==> src/rtl/spi_peripheral_pkg.sv <==
// Shared SPI types: state encoding and byte width for the SPI peripheral.
package spi_peripheral_pkg;

    localparam int SPI_BYTE_BITS = 8;

    typedef logic [0:0] spi_peripheral_state_t;

    localparam spi_peripheral_state_t S_IDLE  = 1'b0;
    localparam spi_peripheral_state_t S_SHIFT = 1'b1;

endpackage

==> src/rtl/spi_peripheral_synchronizer.sv <==
// Multi-flop synchronizer for one asynchronous input bit.
module spi_peripheral_synchronizer #(
    parameter int   STAGES    = 2,
    parameter logic RESET_VAL = 1'b0
) (
    input  logic clk,
    input  logic rst,
    input  logic d,
    output logic q
);

    logic [STAGES-1:0] chain;

    always_ff @(posedge clk) begin
        if (rst) chain <= {STAGES{RESET_VAL}};
        else     chain <= {chain[STAGES-2:0], d};
    end

    assign q = chain[STAGES-1];

endmodule

==> src/rtl/spi_peripheral.sv <==
// SPI mode-0 responder: oversampled pins, MSB-first RX to valid/ready, one-deep TX buffer to miso.
//
// state   | meaning
// S_IDLE  | deselected (or not yet armed); miso held low, waiting for csb to fall
// S_SHIFT | selected; sample mosi on sclk rise, drive miso on sclk fall
module spi_peripheral
    import spi_peripheral_pkg::*;
#(
    parameter int         SYNC_STAGES = 2,
    parameter logic [7:0] FILL_BYTE   = 8'h00
) (
    input  logic       clk,
    input  logic       rst,
    input  logic       sclk,
    input  logic       csb,
    input  logic       mosi,
    output logic       miso,
    output logic       i_ready,
    input  logic       i_valid,
    input  logic [7:0] i_data,
    input  logic       o_ready,
    output logic       o_valid,
    output logic [7:0] o_data,
    output logic       o_first,
    output logic       o_overrun,
    output logic       tx_underrun,
    output logic [2:0] bit_counter
);

    localparam int PW = $clog2(SYNC_STAGES + 1);

    logic csb_s, sclk_s, mosi_s, sclk_d;
    logic rise, fall;

    spi_peripheral_synchronizer #(.STAGES(SYNC_STAGES), .RESET_VAL(1'b1)) u_sync_csb (
        .clk(clk), .rst(rst), .d(csb), .q(csb_s)
    );
    spi_peripheral_synchronizer #(.STAGES(SYNC_STAGES), .RESET_VAL(1'b0)) u_sync_sclk (
        .clk(clk), .rst(rst), .d(sclk), .q(sclk_s)
    );
    spi_peripheral_synchronizer #(.STAGES(SYNC_STAGES), .RESET_VAL(1'b0)) u_sync_mosi (
        .clk(clk), .rst(rst), .d(mosi), .q(mosi_s)
    );

    always_ff @(posedge clk) begin
        if (rst) sclk_d <= 1'b0;
        else     sclk_d <= sclk_s;
    end

    assign rise = sclk_s & ~sclk_d;
    assign fall = ~sclk_s & sclk_d;

    // The csb chain resets to 1, so arming waits until the chain holds real pin samples;
    // otherwise a reset during an active transaction would re-arm on stale reset values.
    logic [PW-1:0] prime_cnt;
    logic          armed;

    always_ff @(posedge clk) begin
        if (rst) begin
            prime_cnt <= PW'(SYNC_STAGES);
            armed     <= 1'b0;
        end else begin
            if (prime_cnt != '0) prime_cnt <= prime_cnt - 1'b1;
            if (prime_cnt == '0 && csb_s) armed <= 1'b1;
        end
    end

    spi_peripheral_state_t    state;
    logic [7:0]               tx_shift;
    logic [SPI_BYTE_BITS-1:0] rx_shift;
    logic [SPI_BYTE_BITS-1:0] rx_next;
    logic                     load_pending;
    logic                     first_flag;
    logic                     buf_full;
    logic [7:0]               buf_data;
    logic                     idle_exit, shift_load, do_load, wr;
    logic [7:0]               load_byte;

    assign idle_exit  = (state == S_IDLE) && !csb_s && armed;
    assign shift_load = (state == S_SHIFT) && !csb_s && fall && load_pending;
    assign do_load    = idle_exit | shift_load;
    assign load_byte  = buf_full ? buf_data : FILL_BYTE;
    assign rx_next    = {rx_shift[SPI_BYTE_BITS-2:0], mosi_s};
    assign i_ready    = ~buf_full;
    assign wr         = i_valid & i_ready;

    // A write can only land while the buffer is empty, so a same-cycle load has already taken FILL_BYTE.
    always_ff @(posedge clk) begin
        if (rst) begin
            buf_full <= 1'b0;
            buf_data <= 8'h00;
        end else if (wr) begin
            buf_full <= 1'b1;
            buf_data <= i_data;
        end else if (do_load) begin
            buf_full <= 1'b0;
        end
    end

    always_ff @(posedge clk) begin
        if (rst) begin
            state        <= S_IDLE;
            miso         <= 1'b0;
            o_valid      <= 1'b0;
            o_data       <= 8'h00;
            o_first      <= 1'b0;
            o_overrun    <= 1'b0;
            tx_underrun  <= 1'b0;
            bit_counter  <= 3'd7;
            tx_shift     <= 8'h00;
            rx_shift     <= '0;
            load_pending <= 1'b0;
            first_flag   <= 1'b0;
        end else begin
            o_overrun   <= 1'b0;
            tx_underrun <= 1'b0;
            if (o_valid && o_ready) o_valid <= 1'b0;

            if (do_load) begin
                tx_shift    <= load_byte;
                miso        <= load_byte[7];
                tx_underrun <= ~buf_full;
            end

            case (state)
                S_IDLE: begin
                    if (idle_exit) begin
                        bit_counter <= 3'd7;
                        first_flag  <= 1'b1;
                        state       <= S_SHIFT;
                    end
                end
                S_SHIFT: begin
                    if (csb_s) begin
                        state        <= S_IDLE;
                        miso         <= 1'b0;
                        load_pending <= 1'b0;
                    end else if (rise) begin
                        rx_shift <= rx_next;
                        if (bit_counter == 3'd0) begin
                            o_data       <= rx_next;
                            o_valid      <= 1'b1;
                            o_first      <= first_flag;
                            o_overrun    <= o_valid & ~o_ready;
                            first_flag   <= 1'b0;
                            bit_counter  <= 3'd7;
                            load_pending <= 1'b1;
                        end else begin
                            bit_counter <= bit_counter - 3'd1;
                        end
                    end else if (fall) begin
                        if (load_pending) load_pending <= 1'b0;
                        else              miso         <= tx_shift[bit_counter];
                    end
                end
                default: state <= S_IDLE;
            endcase
        end
    end

endmodule

==> config.mk <==
export PLATFORM = sky130hd
export DESIGN_NAME = spi_peripheral
export DESIGN_NICKNAME = d
export VERILOG_FILES = /design/src/rtl/spi_peripheral_pkg.sv /design/src/rtl/spi_peripheral_synchronizer.sv /design/src/rtl/spi_peripheral.sv
export SDC_FILE = /design/constraint.sdc
export NUM_CORES = 1
export LEC_CHECK = 0
export CAP_MARGIN = 20
export CORE_MARGIN = 4
export CORE_UTILIZATION = 40
export DETAILED_ROUTE_END_ITERATION = 6
export PLACE_DENSITY = 0.64
export SLEW_MARGIN = 40
export SYNTH_ARGS = -nofsm -noshare
export SYNTH_HDL_FRONTEND = slang
export SYNTH_HIERARCHICAL = 1
export SYNTH_SLANG_ARGS = --single-unit
==> constraint.sdc <==
create_clock -name clk -period 4.1 [get_ports clk]
set_clock_uncertainty 0.05 [all_clocks]
set_input_delay 0.41 -clock clk [delete_from_list [all_inputs] [get_ports clk]]
set_output_delay 0.41 -clock clk [all_outputs]
set_load 0.01 [all_outputs]
; ---- Word-level counts from Yosys, hierarchy flattened
; Cells that the tools add are included.
[classes]
add_sub_neg = 2
n_mux = 33
n_reduce_logical = 20
magnitude_cmp = 1
bitwise_logic = 14
eq_ne = 5
[ops]
columns = op, n
row1 = $mux 1, 24
row2 = $mux 3, 4
row3 = $not 1->1, 9
row4 = $reduce_and 3->1, 3
row5 = $mux 8, 1
row6 = $reduce_and 4->1, 2
row7 = $logic_and 1x1->1, 7
row8 = $ne 2x2->1 const B, 3
row9 = $pmux 3 s2, 1
row10 = $reduce_or 5->1, 1
row11 = $and 1x1->1, 4
row12 = $lt 3x4->1 const B, 1
row13 = $pmux 1 s2, 2
row14 = $reduce_bool 2->1, 2
row15 = $bmux 1 s3, 1
row16 = $logic_not 3->1, 1
row17 = $ne 3x1->1 const B, 1
row18 = $reduce_bool 3->1, 1
row19 = $sub 3x1->3 const B, 1
row20 = $logic_not 2->1, 1
row21 = $ne 2x1->1 const B, 1
row22 = $reduce_or 2->1, 1
row23 = $sub 2x1->2 const B, 1
row24 = $logic_not 1->1, 1
row25 = $or 1x1->1, 1
[word_totals]
input_bits = 15
ff_bits = 53
word_cells = 95
output_inout_bits = 17

; ---- Logic depth before layout (Yosys ltp)
[logic_depth]
ltp_word = 11
mapped_depth = 7
mapped_depth_nobuf = 6

; ---- Hierarchy
; The synthesis kept the hierarchy.
[by_module_without_submodules]
columns = module, cells_per_inst, instances, area_each_um2, seq_area_each_um2
row1 = spi_peripheral, 224, 1, 1933.1, 940.9
row2 = spi_peripheral_synchronizer, 4, 3, 52.6, 40.0

; ---- Worst setup path after synthesis
; Ideal clock, no wire load.
[synth_path]
kind = flip-flop to flip-flop
startpoint = reg bit_counter[0]
endpoint = reg o_data[1]
period_less_slack_ps = 1422
required_ps = 3980
setup_time_ps = 70
n_path_buf = 1
path_slack_ps = 2678
stages_incl_launch_ff = 8
t_arrival_ps = 1302
cell_sequence = dfxtp_1 -> inv_1 -> ha_1 -> nor2b_1 -> nand2_1 -> buf_6 -> nand2_1 -> a21oi_1
[synth_between]
elab_chain_cells = 2
[synth_lines]
columns = element, line
row1 = "start, declared", spi_peripheral.sv:27  ; output logic [2:0] bit_counter
row2 = "start signal, assigned", spi_peripheral.sv:149  ; bit_counter <= bit_counter - 3'd1;
row3 = $logic_not 3->1, spi_peripheral.sv:140  ; if (bit_counter == 3'd0) begin
row4 = $reduce_and 4->1 (no source line), --
row5 = "end signal, assigned", spi_peripheral.sv:141  ; o_data <= rx_next;
row6 = "end, declared", spi_peripheral.sv:23  ; output logic [7:0] o_data,
; Every way passes these cells.
; A chain may end at the register's enable or synchronous reset.

; ---- Final worst setup path
[layout_path]
startpoint = reg bit_counter[0]
endpoint = reg first_flag
[layout_between]
elab_chain_cells = 3
[layout_lines]
columns = element, line
row1 = $logic_not 3->1, spi_peripheral.sv:140
row2 = $ne 2x1->1 (no source line), --
row3 = $reduce_and 4->1 (no source line), --
row4 = "end signal, assigned", spi_peripheral.sv:113  ; first_flag <= 1'b0;
row5 = "end signal, assigned", spi_peripheral.sv:129  ; first_flag <= 1'b1;
row6 = "end signal, assigned", spi_peripheral.sv:145  ; first_flag <= 1'b0;
row7 = "end, declared", spi_peripheral.sv:73  ; logic first_flag;
; Every way passes these cells.

==> flow_summary.toml <==
[outcome]
outcome = "completed"

[global_route]
grt_pass1_vias = 1455
met2_usage_pct = 20.94
grtUsageMet1_pct = 16.35
top_usage_layer = "met2"
grt.overflow.total = 0
antenna_found_initial = 0
grt_start_max_net_pins = 54
grt_pass1_wl_mm = 6.548
track_usage_pct = 12.93
met3_usage_pct = 3.027

[synthesis]
ys_seq_area_share_pct = 50.75
avgSynthCellArea_um2 = 8.859
synthCells = 236
yosysWarnings = 6
async_flop_share_pct = 0
synth_edf_count = 0
ys_types = 37
ys_seq_elements = 53
synth_ff_type = "dfxtp_1"
syn_nets = 254
netlist_area_mm2 = 0.002091

[power]
vdd_drop_max_v = 0.0003535
p_int_mw = 0.7805
switching_share_pct = 22.54
power_mw = 1.008
p_seq_share_pct = 54.9
pwr-share-clk_pct = 36.2
p_per_area_mw_per_mm2 = 402.5
p_sw_mw = 0.2271
leakage_nw = 0.9243
combPwrFrac_pct = 8.9

[timing]
fin_crit_ns = 1.935
relSlewSlack_pct = 59.41
fmax_mhz = 516.8
grt_setup_unrepaired = "no"
worstMarginPinSlew_ns = 0.6077
tns_ns = 0
drv_slew = 0
setup_viol = 0
final.period_utilization_pct = 47.19
fin_hold_ws_ns = 0.3589
hold_violations = 0

[place]
io_buffers = 31
gp_congestion = 0.7896
dpl.hpwl_mm = 2.592

[clocking]
clock-sinks = 53
h-tree-depth = 2
post_cts_buffers = 0
clk_latency_ns = 0.31
cts_buffer_depth = 2
cts_resized = 0
holdBufCountCts = 0
cts_tree = "yes"
cts_root_buf = "clkbuf_8"
clk_pin_slew_ns = 0.10
numCtsBuffers = 5

[finish]
mostFrequentLayoutCells = "dfxtp_1 (53), nand2_1 (52), a21oi_1 (38)"
fin_nets = 277
multi_input_area_um2 = 908.4
drive_gt1_share_pct = 6.923
diodes = 0
layout_commonest_cell = "dfxtp_1"
fillCellCount = 506
seq_area_mm2 = 0.001061
synthToLayoutAreaGrowth_pct = 19.75

[floorplanning]
die_w_um = 80.30
start_util_pct = 41.20
die-area_mm2 = 0.006447
ios = 32
rows = 26
coreArea_mm2 = 0.005075
die_y_um = 80.30

[routing]
drt_iter0_drc = 110
drt_pass1_iterations = 4
postRouteAntennaNets = 0
wl_mm = 3.917
viasPerCell = 4.882
num_vias = 1611
wire_per_inst_um = 11.87
drc_errors = 0

[setup_path]
cpLargestDelayFamily = "simple AND/OR/NAND/NOR gates"
worst-endpoint-arrival_ns = 2.07
cp.required_ns = 4.24
critical_path_class = "reg2reg"
path_cells = "inv_1 -> ha_1 -> nor2b_2 -> nand2_1 -> a21oi_1 -> nor2_1"
reg2reg_from = "bit_counter[0]"
slowest_delay_ns = 0.43
crit_slowest_cell = "nor2b_2"
endpoint_kind = "register"
worst-path-max-fanout = 12
worstSetupStartpointType = "register"
critPathBufInv = 1
startpoint = "bit_counter[0]"

[run]
maxCapViolCount = 0

[worst_hold_path]
hp-class = "reg2reg"
min_from = "u_sync_csb/chain[0]"
-- through the flow --
step | cell area [µm²] | setup slack, ns | utilization, % | cells
after floorplan | 2091 | 2.678 | - | 236
after global placement | 2379 | 1.958 | 46.87 | 322
after detailed placement | 2381 | 1.873 | 46.92 | 322
after CTS | 2501 | 1.823 | 49.29 | 330
after global routing | 2504 | 1.929 | 49.33 | 330
final | 2504 | 2.165 | 49.33 | 330
-- per-layer routing --
| metal | share of wire [%] | vias up | routed length [µm] |
|---|---|---|---|
| met2 | 45 | 31 | 1778 |
| met5 | 0 | - | 0 |
| li1 | - | 832 | - |
| met4 | 1.8 | 0 | 70 |
| met1 | 49 | 741 | 1908 |
| met3 | 4.1 | 7 | 161 |
-- area by class of cell --
type	instances	share of cell area, %
Inverter	5	0.7496
Clock buffer	6	3.298
Clock inverter	2	1.499
Multi-Input combinational cell	163	36.28
Sequential cell	53	42.38
Tap cell	70	3.498
Timing Repair Buffer	31	12.29
-- power groups by stage --
stage	sequential (mW)	clock (mW)	combinational, mW
after floorplan	0.559	0	0.0691
after global placement	0.564	0	0.0867
after detailed placement	0.565	0	0.0900
after CTS	0.553	0.373	0.0907
after global routing	0.555	0.393	0.104
final	0.553	0.365	0.0899
-- cells in the mapped netlist, types with 2 or more instances --
master / count / area (µm²)
dfxtp_1: 53 / 1061
clkbuf_1: 6 / 22.52
buf_8: 2 / 30.03
inv_1: 5 / 18.77
mux2i_1: 4 / 40.04
or2_1: 3 / 18.77
buf_6: 3 / 33.78
nor2_1: 8 / 30.03
nor2b_1: 8 / 50.05
nand3_1: 18 / 90.09
a21oi_1: 38 / 190.2
ha_1: 3 / 37.54
nand2b_1: 2 / 12.51
nand2_1: 52 / 195.2
buf_2: 3 / 15.01
nor3_1: 7 / 35.03
-- logic make-up after synthesis --
family | after synthesis | share of synthesized area [%]
buffers and inverters | 20 | 5.924
muxes | 5 | 2.992
xor gates and xnor gates | 1 | 0.4190
adders and majority gates | 3 | 1.796
AOI/OAI and AO/OA | 47 | 12.69
DFF | 53 | 50.75
and+or+nand+nor | 107 | 25.43
-- worst paths after layout --
| check | end | slack (ns) | cells past startpoint |
|---|---|---|---|
| max | first_flag | 2.17 | 6 |
| min | u_sync_csb/chain[1] | 0.36 | 1 |
| max reg2reg | first_flag | 2.17 | 6 |
| min reg2reg | u_sync_csb/chain[1] | 0.36 | 1 |
-- flip-flops by register name, indices dropped and copies added (netlist names), 2 cells and up --
name,cells
u_sync_csb/chain,2
u_sync_mosi/chain,2
bit_counter,3
prime_cnt,2
tx_shift,8
rx_shift,7
u_sync_sclk/chain,2
o_data,8
buf_data,8
No activity file was read; power rests on OpenSTA's default activity.
